==> config.mk <==
export PLATFORM = sky130hd
export DESIGN_NAME = fpga_debounce_edge
export DESIGN_NICKNAME = d
export VERILOG_FILES = /design/src/rtl/fpga_debounce_edge_pkg.sv /design/src/rtl/fpga_debounce_bit.sv /design/src/rtl/fpga_debounce_edge.sv
export SDC_FILE = /design/constraint.sdc
export NUM_CORES = 1
export LEC_CHECK = 0
export ABC_AREA = 1
export BUFFER_PORTS_ARGS = -buffer_cell sky130_fd_sc_hd__buf_2
export CELL_PAD_IN_SITES_DETAIL_PLACEMENT = 1
export CELL_PAD_IN_SITES_GLOBAL_PLACEMENT = 1
export CORE_UTILIZATION = 40
export CTS_CLUSTER_DIAMETER = 120
export DETAILED_ROUTE_END_ITERATION = 10
export PLACE_DENSITY = 0.81
export SLEW_MARGIN = 20
export SYNTH_ARGS = -nofsm -noshare
export SYNTH_HDL_FRONTEND = slang
export SYNTH_SLANG_ARGS = --single-unit
==> constraint.sdc <==
create_clock -name dest_clk -period 7.4 [get_ports dest_clk]
set_input_delay 1.85 -clock dest_clk [delete_from_list [all_inputs] [get_ports dest_clk]]
set_output_delay 1.85 -clock dest_clk [all_outputs]
set_load 0.05 [all_outputs]
==> src/rtl/fpga_debounce_edge_pkg.sv <==
// Shared defaults for the debounce/edge-detect block: port width, counter width,
// threshold, prescale ratio and the fixed prescaler width.
package fpga_debounce_edge_pkg;
  localparam int DEF_INPUT_WIDTH     = 8;
  localparam int DEF_CNT_WIDTH       = 16;
  localparam int DEF_DEBOUNCE_CYCLES = 1000;
  localparam int DEF_PRESCALE        = 1;
  localparam int PRESCALE_W          = 16;
endpackage

==> src/rtl/fpga_debounce_bit.sv <==
// One debounce lane: stability counter, accepted level and registered rise/fall pulses.
// Advances only on sample ticks; any agreement with the accepted level clears the count.
module fpga_debounce_bit #(
  parameter int CNT_WIDTH       = 16,
  parameter int DEBOUNCE_CYCLES = 1000
) (
  input  logic clk_i,
  input  logic rst_i,
  input  logic tick_i,
  input  logic din_i,
  output logic db_o,
  output logic rise_o,
  output logic fall_o
);
  localparam logic [CNT_WIDTH-1:0] CNT_LAST = CNT_WIDTH'(DEBOUNCE_CYCLES - 1);

  logic [CNT_WIDTH-1:0] cnt_q, cnt_d;
  logic                 db_q, db_d;
  logic                 rise_q, rise_d;
  logic                 fall_q, fall_d;

  always_comb begin
    cnt_d  = cnt_q;
    db_d   = db_q;
    rise_d = 1'b0;
    fall_d = 1'b0;
    if (din_i == db_q) begin
      cnt_d = '0;
    end else if (tick_i) begin
      // Clearing at threshold keeps the counter from ever wrapping.
      if (cnt_q == CNT_LAST) begin
        cnt_d  = '0;
        db_d   = din_i;
        rise_d = din_i;
        fall_d = ~din_i;
      end else begin
        cnt_d = cnt_q + 1'b1;
      end
    end
  end

  always_ff @(posedge clk_i or posedge rst_i) begin
    if (rst_i) begin
      cnt_q  <= '0;
      db_q   <= 1'b0;
      rise_q <= 1'b0;
      fall_q <= 1'b0;
    end else begin
      cnt_q  <= cnt_d;
      db_q   <= db_d;
      rise_q <= rise_d;
      fall_q <= fall_d;
    end
  end

  assign db_o   = db_q;
  assign rise_o = rise_q;
  assign fall_o = fall_q;
endmodule

==> src/rtl/fpga_debounce_edge.sv <==
// Per-bit debounce filter with edge pulses; shared sample-tick prescaler and
// optional sticky edge status with interrupt, enabled by FPGA_DEBOUNCE_IRQ_EN.
module fpga_debounce_edge
  import fpga_debounce_edge_pkg::*;
#(
  parameter int INPUT_WIDTH     = DEF_INPUT_WIDTH,
  parameter int CNT_WIDTH       = DEF_CNT_WIDTH,
  parameter int DEBOUNCE_CYCLES = DEF_DEBOUNCE_CYCLES,
  parameter int PRESCALE        = DEF_PRESCALE
) (
  input  logic                   dest_clk,
  input  logic                   dest_reset,
  input  logic [INPUT_WIDTH-1:0] sync_data,
  input  logic [INPUT_WIDTH-1:0] irq_clear,
  output logic [INPUT_WIDTH-1:0] db_data,
  output logic [INPUT_WIDTH-1:0] rise_pulse,
  output logic [INPUT_WIDTH-1:0] fall_pulse,
  output logic [INPUT_WIDTH-1:0] irq_status,
  output logic                   irq
);
  localparam logic [PRESCALE_W-1:0] PRE_LAST = PRESCALE_W'(PRESCALE - 1);

  logic [PRESCALE_W-1:0] pre_q, pre_d;
  logic                  tick;

  // With PRESCALE=1 the counter sits at zero and tick stays high.
  always_comb begin
    tick  = (pre_q == PRE_LAST);
    pre_d = tick ? '0 : pre_q + 1'b1;
  end

  always_ff @(posedge dest_clk or posedge dest_reset) begin
    if (dest_reset) pre_q <= '0;
    else            pre_q <= pre_d;
  end

  genvar i;
  for (i = 0; i < INPUT_WIDTH; i++) begin : g_bit
    fpga_debounce_bit #(
      .CNT_WIDTH      (CNT_WIDTH),
      .DEBOUNCE_CYCLES(DEBOUNCE_CYCLES)
    ) u_bit (
      .clk_i (dest_clk),
      .rst_i (dest_reset),
      .tick_i(tick),
      .din_i (sync_data[i]),
      .db_o  (db_data[i]),
      .rise_o(rise_pulse[i]),
      .fall_o(fall_pulse[i])
    );
  end

`ifdef FPGA_DEBOUNCE_IRQ_EN
  logic [INPUT_WIDTH-1:0] status_q, status_d;
  logic                   irq_q;

  // A new edge overrides a clear arriving in the same cycle.
  always_comb begin
    status_d = (status_q & ~irq_clear) | rise_pulse | fall_pulse;
  end

  always_ff @(posedge dest_clk or posedge dest_reset) begin
    if (dest_reset) begin
      status_q <= '0;
      irq_q    <= 1'b0;
    end else begin
      status_q <= status_d;
      irq_q    <= |status_q;
    end
  end

  assign irq_status = status_q;
  assign irq        = irq_q;
`else
  logic unused_irq_clear;
  assign unused_irq_clear = ^irq_clear;
  assign irq_status       = '0;
  assign irq              = 1'b0;
`endif
endmodule

======== Yosys cells after proc, flatten, opt, wreduce, memory -nomap -nowiden ========
Index checks and enable logic that the tools add are counted.
word-level totals
  bits in latches ......................... 0
  memory bits (writable) .................. 0
  flip-flop bits (word level) ............. 168
  input port bits ......................... 18
  output and inout port bits .............. 33
  memories kept ........................... 0
  bits in read-only memories .............. 0
cells by class
  add/subtract/negate cells ............... 9
  multiply operators ...................... 0
  reduce and logical (&&, ||, !) cells .... 17
  multiplexer cells ....................... 73
  bitwise logic cells ..................... 16
  shift operators ......................... 0
  $lt $le $gt $ge ......................... 0
  equality and inequality tests ........... 16
  divide/modulo/power cells ............... 0
operators with widths
  operator                 number
  $mux W16                 25
  $add A16 B1 Y16 const B  9
  $eq A16 B10 Y1 const B   8
  $mux W1                  48
  $reduce_and A3 Y1        8
  $logic_not A16 Y1        1
  $not A1 Y1               16
  $reduce_bool A2 Y1       8
  $eq A1 B1 Y1             8

======== Longest topological paths before layout ========
  depth after elaboration ................. 4
  depth in mapped cells ................... 13

======== Cells and area by module ========
A second synthesis with hierarchy kept.
second synthesis, totals
  cells, all modules ...................... 1510
  area total of the unflattened synthesis .. 10491.3 um2
by module, submodules not included
  module              area each (um2)  instances  cells an instance
  fpga_debounce_bit   1191.1           8          173
  fpga_debounce_edge  962.2            1          126

======== Least setup slack after synthesis ========
OpenSTA, ideal clock, no wires.
  path kind ............................... input to register
  start ................................... input sync_data[6]
  end ..................................... register g_bit[6].u_bit.cnt_q[8]
  arrival ................................. 2.777 ns
  cell stages on the path ................. 6
  slack ................................... 4.559 ns
  buffers on the path ..................... 1
  cell sequence ........................... xor2_1 -> inv_1 -> nor2_4 -> buf_12 -> nand2_1 -> nand2_1
between the ends
  longest elaborated chain between the ends .. 2
  elaborated cells on any way between the ends .. 3
ends and longest elaborated chain
  element                                                RTL line                  text
  start: declaration                                     fpga_debounce_edge.sv:13  input logic [INPUT_WIDTH-1:0] sync_data,
  $eq A1 B1 Y1 *                                         fpga_debounce_bit.sv:27   if (din_i == db_q) begin
  $mux W16 / $reduce_bool A2 Y1 (equally long branches)  --
  end signal: assignment                                 fpga_debounce_bit.sv:49   cnt_q <= cnt_d;
  end: declaration                                       fpga_debounce_bit.sv:17   logic [CNT_WIDTH-1:0] cnt_q, cnt_d;
Mark *: on every way between the ends. The rest lies on a longest branch, timed or not.
A chain may end at the register's enable or synchronous reset.

======== Final worst setup path ========
  start ................................... input sync_data[6]
  end ..................................... register g_bit[6].u_bit.cnt_q[2]
The elaborated chain is that of the path after synthesis.

==> impl_metrics.toml <==
[outcome]
status = "finished, violations left"
violations = "design-rule violations"

[power_and_ir_drop]
cellPowerDensity_nw_per_um2 = 173
lkg_pwr_nw = 5.64
peakVddDrop_mv = 0.127

[floorplan]
die_area_um2 = 27800
dieHeight_um = 167
starting_density_of_the_core_pct = 41.2
ioPinCount = 51
die-width_um = 167
placement_rows = 59
coreArea_um2 = 26300

[synth]
ys_top_cells_by_count = "sky130_fd_sc_hd__nand2_1 (509), sky130_fd_sc_hd__nor2_1 (254), sky130_fd_sc_hd__dfrtp_1 (168)"
synthMostInstantiatedCell = "sky130_fd_sc_hd__nand2_1"
netlist.top_cell.by_area = "sky130_fd_sc_hd__dfrtp_1"
syn_inst = 1572
synthDominantCellAreaShare_pct = 38.8
yosys.cell_types.count = 41
ys.warnings.count = 0
synth_ff_type = "sky130_fd_sc_hd__dfrtp_1"
ys_async_sr_fraction_pct = 100
synth_sequential_area_ratio_pct = 38.8
synth_area_per_cell_um2 = 6.89
synth.cell_area_um2 = 10800
ys_seq_elements = 168
count_of_flip_flops_with_a_built_in_enable_after_synthesis = 0
netlist_top_cells_area = "sky130_fd_sc_hd__dfrtp_1 (39%), sky130_fd_sc_hd__nand2_1 (18%), sky130_fd_sc_hd__nor2_1 (8.8%)"

[sta]
finalHoldViolations = 0
fin_crit_sh_pct = 42.7
final-max-slew-violation-count = 0
tns_ns = 0
final_period_minus_worst_setup_slack_ns = 3.16
worstMarginPinSlew_ns = 0.871
slew-limit-headroom_pct = 41.7
unrepaired_setup_endpoints_after_global_routing = "no"
final-setup-viol-count = 0
clock_skew_ns = 0.0144
peak_freq_ghz = 0.317
holdWs_ns = 0.466

[global_route]
sum_of_overflow_across_all_layers_after_global_routing = 0
antenna_violations_before_repair = 0
globalRouteTotalUtil_pct = 21.5
grt_max_degree = 62
global_route_wire_length_before_repair_um = 49500
grt_pass1_vias = 10275

[critical_path]
timing_worst_setup_path_type = "in2reg"
cpMaxStageDelayCell = "sky130_fd_sc_hd__nor2_1"
end_kind = "flip-flop"
timing.critical_path.arrival_ns = 3.52
crit_fanout = 11
timing.critical_path.required_ns = 7.76
worstSetupStartpointType = "input port"
crit_path_max_incr_delay_ns = 0.65
timing.critical_path.cells = "buf_2 -> xor2_1 -> nand3_1 -> nor2_1 -> nand2_1 -> nand2_1"
timing.critical_path.mode_cell = "sky130_fd_sc_hd__nand2_1"

[cts]
tritoncts_num_sinks = 168
tritoncts.num_buffers = 17
ctsResizeCount = 0
clock_tree.buffer_depth = 2
postCtsSetupRepairBufs = 0
worstSkewPairLatency_ns = 0.44
clock_tree_from_tritoncts = "yes"
holdBufCountCts = 0
cts.root.buffer_cell = "sky130_fd_sc_hd__clkbuf_16"
clock_tree.htree_level_count = 4
clkTransAtPathRegs_ns = 0.06

[route]
via_per_inst = 5.16
drt-initial-drc-count = 392
drc_errors = 5
finalWirelength_um = 28400
vias = 9900
number_of_nets_with_antenna_violations_after_detailed_routing = 0
wire_per_inst_um = 14.8
drt_pre_antenna_iters = 8

[placed_design]
globalplace.congestion = 0.854
dp.cells = 1887
placement.io_buffers = 33
estimated_wirelength_of_the_detail_placed_design_um = 20400

[cells_and_area]
num_antenna_cells = 0
finish.cell_count_without_fillers = 1917
final_net_count = 1599
syn_to_final_growth_pct = 6.64
fraction_of_final_layout_cells_sized_beyond_drive_strength_1_pct = 6.07
utilization_pct = 44.0

[run]
drv_cap = 0

[min_path]
worst_hold_path_type = "reg2reg"
flip-flops by register name (all words and copies together) (netlist names):
name	cells
g_bit.u_bit.cnt_q	128
g_bit.u_bit.db_o	8
g_bit.u_bit.fall_o	8
g_bit.u_bit.rise_o	8
pre_q	16
critical path: cells and delay by family:
kind	cells	cell delay, ns
xor gates and xnor gates	1	0.53
buffers and inverters	1	0.12
and+or+nand+nor	4	1.01
final cells by class:
cell class | count | area (um^2)
clock inverters | 8 | 75.1
fillers | 3458 | 14700
flip-flops and latches | 168 | 4200
clock buffers | 22 | 464
inverters | 158 | 606
well taps | 335 | 419
repair buffers | 35 | 180
multi-input cells | 1191 | 5610
through the flow:
stage          instance area [um^2]  power, mW  worst slack, ns
5_1_grt                       11600       2.09             4.04
3_3_place_gp                  11000       1.15             3.83
6_report                      11600       2.00             4.24
2_1_floorplan                 10900       1.12             1.00
3_5_place_dp                  11000       1.16             3.75
4_1_cts                       11600       2.03             4.20
cells in the final DEF, fill, tap and decap left out, types with 3 or more instances in the layout:
| cell type | n |
|---|---|
| sky130_fd_sc_hd__nor2_8 | 3 |
| sky130_fd_sc_hd__nor2_4 | 4 |
| sky130_fd_sc_hd__dfrtp_1 | 168 |
| sky130_fd_sc_hd__clkinv_2 | 3 |
| sky130_fd_sc_hd__nor3_1 | 25 |
| sky130_fd_sc_hd__a21oi_1 | 3 |
| sky130_fd_sc_hd__xor2_1 | 61 |
| sky130_fd_sc_hd__inv_2 | 4 |
| sky130_fd_sc_hd__o21ai_0 | 50 |
| sky130_fd_sc_hd__clkinvlp_4 | 4 |
| sky130_fd_sc_hd__nor2_1 | 254 |
| sky130_fd_sc_hd__buf_2 | 33 |
| sky130_fd_sc_hd__nor2_2 | 4 |
| sky130_fd_sc_hd__nand3_1 | 140 |
| sky130_fd_sc_hd__nand4_1 | 56 |
| sky130_fd_sc_hd__inv_1 | 152 |
| sky130_fd_sc_hd__nor3b_1 | 4 |
| sky130_fd_sc_hd__nand2_2 | 10 |
| sky130_fd_sc_hd__and2_1 | 3 |
| sky130_fd_sc_hd__nand2_1 | 509 |
| sky130_fd_sc_hd__clkbuf_1 | 3 |
| sky130_fd_sc_hd__o21ai_1 | 4 |
| sky130_fd_sc_hd__nand3b_1 | 3 |
| sky130_fd_sc_hd__clkbuf_16 | 17 |
| sky130_fd_sc_hd__xnor2_1 | 13 |
| sky130_fd_sc_hd__or2_2 | 3 |
| sky130_fd_sc_hd__ha_1 | 10 |
| sky130_fd_sc_hd__o21bai_1 | 12 |
| sky130_fd_sc_hd__conb_1 | 9 |
final timing paths:
check	startpoint	endpoint	slack, ns	cells after the start
setup / recovery	sync_data[6]	g_bit[6].u_bit.cnt_q[2]	4.24	6
hold / removal	pre_q[0]	pre_q[0]	0.47	1
setup reg to reg	pre_q[0]	g_bit[3].u_bit.rise_o	4.94	8
hold reg to reg	pre_q[0]	pre_q[0]	0.47	1
max in group asynchronous	dest_reset	g_bit[0].u_bit.cnt_q[12]	4.71	3
min in group asynchronous	dest_reset	g_bit[2].u_bit.cnt_q[1]	1.48	2
cells by family (layout without fill, tap and decap cells):
group,count (synthesis),in the layout,share of synthesized area (%)
simple gates,1026,1026,40.6
buf+inv,221,223,9.73
fa+ha+maj,10,10,1.15
other cells,1,9,0.0346
flops,168,168,38.8
xor+xnor,75,75,6.13
compound gates,71,71,3.59
metal layers:
layer / global-route usage (%) / vias to the layer above / share of wire (%)
li1: - / 4907 / -
met1: 27.8 / 4849 / 47
met2: 38.0 / 125 / 50
met3: 3.21 / 19 / 2.4
met4: 4.71 / 0 / 0.83
met5: 0 / - / 0
power breakdown:
| part | switching (mW) | internal [mW] | leakage, nW |
|---|---|---|---|
| Clock | 0.378 | 0.475 | 0.254 |
| Combinational | 0.109 | 0.0487 | 3.07 |
| Sequential | 0.0396 | 0.951 | 2.31 |
No activity file was read; power rests on OpenSTA's default activity.
